===== src/rtl/seven_segment_to_binary.sv =====
// Resynchronizes seven externally driven segment lines, waits for a pattern to stay
// stable for STABLE_CYCLES samples, then decodes it back to a hex nibble with strobes.
module seven_segment_to_binary #(
  parameter int STABLE_CYCLES = 4
) (
  input  logic       i_clk,
  input  logic       i_rst_n,
  input  logic       i_segment_a,
  input  logic       i_segment_b,
  input  logic       i_segment_c,
  input  logic       i_segment_d,
  input  logic       i_segment_e,
  input  logic       i_segment_f,
  input  logic       i_segment_g,
  output logic [3:0] o_binary_num,
  output logic       o_dv,
  output logic       o_invalid,
  output logic       o_blank
);

  localparam int CW = $clog2(STABLE_CYCLES + 1);
  localparam logic [CW-1:0] RUN_TARGET = CW'(STABLE_CYCLES);
  localparam logic [CW-1:0] RUN_ONE    = CW'(1);

  typedef enum logic {
    ST_WAIT,
    ST_LOCKED
  } state_t;

  state_t          state_q;
  state_t          state_d;
  logic [6:0]      r_meta;
  logic [6:0]      r_sync;
  logic [6:0]      r_prev;
  logic [1:0]      r_fill;
  logic            r_prev_vld;
  logic [CW-1:0]   r_run;
  logic [CW-1:0]   run_cur;
  logic            same;
  logic            accept;
  logic            dec_valid;
  logic [3:0]      dec_value;

  // The fill flags keep reset-cleared flops from counting as real samples, so the
  // first accept after reset takes the full latency like any other.
  always_ff @(posedge i_clk or negedge i_rst_n) begin
    if (!i_rst_n) begin
      r_meta     <= '0;
      r_sync     <= '0;
      r_prev     <= '0;
      r_fill     <= '0;
      r_prev_vld <= 1'b0;
      r_run      <= '0;
      state_q    <= ST_WAIT;
    end else begin
      r_meta     <= {i_segment_a, i_segment_b, i_segment_c, i_segment_d,
                     i_segment_e, i_segment_f, i_segment_g};
      r_sync     <= r_meta;
      r_prev     <= r_sync;
      r_fill     <= {r_fill[0], 1'b1};
      r_prev_vld <= r_fill[1];
      r_run      <= run_cur;
      state_q    <= state_d;
    end
  end

  // run_cur is the length of the identical-sample run ending with the current r_sync.
  always_comb begin
    same    = r_fill[1] && r_prev_vld && (r_sync == r_prev);
    run_cur = '0;
    if (r_fill[1]) begin
      if (same) begin
        run_cur = (r_run == RUN_TARGET) ? RUN_TARGET : r_run + RUN_ONE;
      end else begin
        run_cur = RUN_ONE;
      end
    end
  end

  always_comb begin
    state_d = state_q;
    accept  = 1'b0;
    if (!same) begin
      state_d = ST_WAIT;
    end else if (state_q == ST_WAIT && run_cur == RUN_TARGET) begin
      accept  = 1'b1;
      state_d = ST_LOCKED;
    end
  end

  always_comb begin
    dec_valid = 1'b1;
    dec_value = 4'h0;
    case (r_sync)
      7'h7E: dec_value = 4'h0;
      7'h30: dec_value = 4'h1;
      7'h6D: dec_value = 4'h2;
      7'h79: dec_value = 4'h3;
      7'h33: dec_value = 4'h4;
      7'h5B: dec_value = 4'h5;
      7'h5F: dec_value = 4'h6;
      7'h70: dec_value = 4'h7;
      7'h7F: dec_value = 4'h8;
      7'h7B: dec_value = 4'h9;
      7'h77: dec_value = 4'hA;
      7'h1F: dec_value = 4'hB;
      7'h4E: dec_value = 4'hC;
      7'h3D: dec_value = 4'hD;
      7'h4F: dec_value = 4'hE;
      7'h47: dec_value = 4'hF;
      default: dec_valid = 1'b0;
    endcase
  end

  always_ff @(posedge i_clk or negedge i_rst_n) begin
    if (!i_rst_n) begin
      o_binary_num <= 4'h0;
      o_dv         <= 1'b0;
      o_invalid    <= 1'b0;
      o_blank      <= 1'b0;
    end else begin
      o_dv      <= accept && dec_valid;
      o_invalid <= accept && !dec_valid && (r_sync != 7'h00);
      if (accept && dec_valid) begin
        o_binary_num <= dec_value;
        o_blank      <= 1'b0;
      end else if (accept && r_sync == 7'h00) begin
        o_blank <= 1'b1;
      end
    end
  end

endmodule

===== config.mk =====
export PLATFORM = sky130hd
export DESIGN_NAME = seven_segment_to_binary
export DESIGN_NICKNAME = d
export VERILOG_FILES = /design/src/rtl/seven_segment_to_binary.sv
export SDC_FILE = /design/constraint.sdc
export NUM_CORES = 1
export LEC_CHECK = 0
export CAP_MARGIN = 20
export CORE_ASPECT_RATIO = 1.4
export CORE_MARGIN = 2
export CORE_UTILIZATION = 59
export DETAILED_ROUTE_END_ITERATION = 8
export PLACE_DENSITY = 0.9
export SKIP_LAST_GASP = 1
export SLEW_MARGIN = 30
export SYNTH_ARGS = -nofsm -noshare
export SYNTH_HDL_FRONTEND = slang
export SYNTH_SLANG_ARGS = --single-unit

===== constraint.sdc =====
create_clock -name i_clk -period 4.7 [get_ports i_clk]
set_input_delay 0.94 -clock i_clk [delete_from_list [all_inputs] [get_ports i_clk]]
set_output_delay 0.94 -clock i_clk [all_outputs]
set_load 0.05 [all_outputs]

==> results.ini <==
[outcome]
status=finished clean

[worst_setup_path]
r2r_setup_slack_ns=2.43
r2r-end=o_binary_num[2]$_DFFE_PN0P_
reg2reg_depth=5
crit_slowest_cell=clkdlybuf4s50_1
critPathBufInv=1
cp_max_fo=2
crit_path_start_kind=flop
endpoint_kind=output port
cp_cell_sequence=clkdlybuf4s50_1
rr_startpoint=r_sync[6]$_DFF_PN0_
slowest_delay_ns=0.81
crit_type=reg2out
crit_family=buffers and inverters
cp.arrival_ns=1.52
cp.required_ns=3.76

[synthesis]
yosysWarnings=0
synth_edf_count=0
synthArstFlopShare_pct=100
ys_types=45
synth_fp_nets=138
synth_seq_cells=35
yosys.area.top_type=dfrtp_1
avgSynthCellArea_um2=12.2
synthCells=127
yosysMostFrequentCell=dfrtp_1
synth-seq-area-share_pct=56.5
synth-main-ff-cell=dfrtp_1
synth_commonest_cells=dfrtp_1, nor2_1, a21oi_1
synth_top_area_share_pct=56.5
netlist_area_um2=1550
synth.area.top_cells=dfrtp_1, mux2_4, xnor2_1

[floorplanning]
num_io_pins=16
rows=22
core_um2=2560
die_x_um=47.3
initial_core_util_pct=60.5
die_h_um=64.6
dieArea_um2=3060

[cells_and_area]
fin_cells=179
fin_nets=154
fin_util_pct=69.2
area_delta_synth_final_pct=14.4
drive_gt1_share_pct=14.7
diodes=0

[placement]
port_buffers=15
placed_cells=172
place_ws_ns=2.44
dp_hpwl_um=1800
place_congestion=0.757

[sta]
drv_slew=0
fin_tns_setup_ns=0
max_freq_mhz=407
worst_slack_ns=2.24
rsz0062_at_grt=false
holdWs_ns=0.355
finalHoldViolCount=0
maxSlewHeadroom_pct=64.5
post-route-period-util_pct=52.3
skew_ns=0.0106
tightest_slew_ns=0.529
period_needed_ns=2.46
setup_viol=0

[clock_network]
tritoncts=done
cts_made_buffers=5
cts-root-buf=clkbuf_4
cts_hold_buf=0
cts_resized=0
post_cts_buffers=0
clk_latency_ns=0.33
cts.path.max_buffers=2
clk_pin_slew_ns=0.10
clkSinkCount=35
htree_levels=2

[route]
routed_wl_um=2520
wl_per_cell_um=14.1
vias=1009
antenna_left=0
dr.pass1.iters=4
vias_per_cell=5.64
drc=0
drtIter0Drc=36

[grt]
grt_usage_pct=20.1
grt_first_pass_wirelength_um=4300
first_global_vias=1007
grt_start_max_net_pins=36
antenna_found_initial=0
grt_remaining_overflow=0

[worst_hold_path]
holdPathStages=0
hold_class=reg2reg
holdPathEnd=r_sync[1]$_DFF_PN0_
min-delay-start=r_meta[1]$_DFF_PN0_

[flow_run]
drv_cap=0

[power_and_ir_drop]
power.density_nw_per_um2=295
power_leakage_nw=0.742
ir_drop_mv=0.259

[metal layers]
layer / wire [µm] / vias up / track usage, %
met5: 0 / - / 0
met4: 48 / 0 / 11.5
met3: 98 / 5 / 5.01
met2: 1380 / 26 / 34.0
met1: 994 / 495 / 21.2
li1: - / 483 / -
[layout by cell type (no fill, tap or decap), types with 2 or more instances in the layout]
| cell type | instances |
|---|---|
| xnor2_1 | 5 |
| a311oi_1 | 2 |
| dfrtp_1 | 35 |
| ha_1 | 2 |
| nand2_1 | 5 |
| inv_1 | 6 |
| clkbuf_4 | 5 |
| or3b_2 | 2 |
| and3_1 | 2 |
| a21oi_1 | 7 |
| clkdlybuf4s50_1 | 15 |
| o211ai_1 | 3 |
| nand3b_1 | 3 |
| nand3_1 | 4 |
| or3_1 | 2 |
| nor2_1 | 8 |
| or4_4 | 2 |
| mux2_4 | 3 |
| xor2_1 | 4 |
[power breakdown]
group | total, mW | switching [mW] | internal (mW) | leakage (nW)
Sequential | 0.327 | 0.0154 | 0.312 | 0.431
Combinational | 0.0359 | 0.0167 | 0.0192 | 0.276
Clock | 0.159 | 0.0899 | 0.0692 | 0.0341
Total | 0.522 | 0.122 | 0.400 | 0.742
[through the flow]
step | power, mW | cell area, µm²
3_3_place_gp | 0.366 | 1720
3_5_place_dp | 0.369 | 1720
2_1_floorplan | 0.352 | 1550
4_1_cts | 0.528 | 1770
5_1_grt | 0.550 | 1770
6_report | 0.522 | 1770
[final cells by class]
class	instances	area, µm²
clock buffer	6	51.3
clock inverter	1	5.00
fill	198	788
inverter	6	22.5
multi-input combinational	79	614
sequential	35	876
tap	36	45.0
timing repair buffer	16	158
[cells by family (layout without fill, tap and decap cells)]
logic type	after synthesis	after routing	share of synthesized area, %
adder cells (fa/ha/maj)	2	2	1.62
AND/OR/NAND/NOR	42	42	18.7
other	1	1	0.242
flip-flops	35	35	56.5
buffers and inverters	13	29	3.80
multiplexers	3	3	2.91
XOR/XNOR	9	9	5.09
AO/OA/AOI/OAI	22	22	11.1
[sequential cells by signal, summed over array words and instances (netlist names)]
register	cells
r_meta	7
r_prev	7
r_sync	7
o_binary_num	4
r_run	3
r_fill	2
o_blank	1
o_dv	1
o_invalid	1
r_prev_vld	1
state_q	1
[how the worst max path moves through the flow]
stage               slack, ns                          end  cells past startpoint                         from
floorplan                2.69  o_binary_num[0]$_DFFE_PN0P_                      5          r_sync[6]$_DFF_PN0_
global placement         2.51  o_binary_num[3]$_DFFE_PN0P_                      5          r_sync[6]$_DFF_PN0_
detailed placement       2.44  o_binary_num[2]$_DFFE_PN0P_                      5          r_sync[6]$_DFF_PN0_
CTS                      2.22              o_binary_num[2]                      1  o_binary_num[2]$_DFFE_PN0P_
global route             2.20              o_binary_num[1]                      1  o_binary_num[1]$_DFFE_PN0P_
finish                   2.24              o_binary_num[1]                      1  o_binary_num[1]$_DFFE_PN0P_
(Power assumes the default switching activity.)
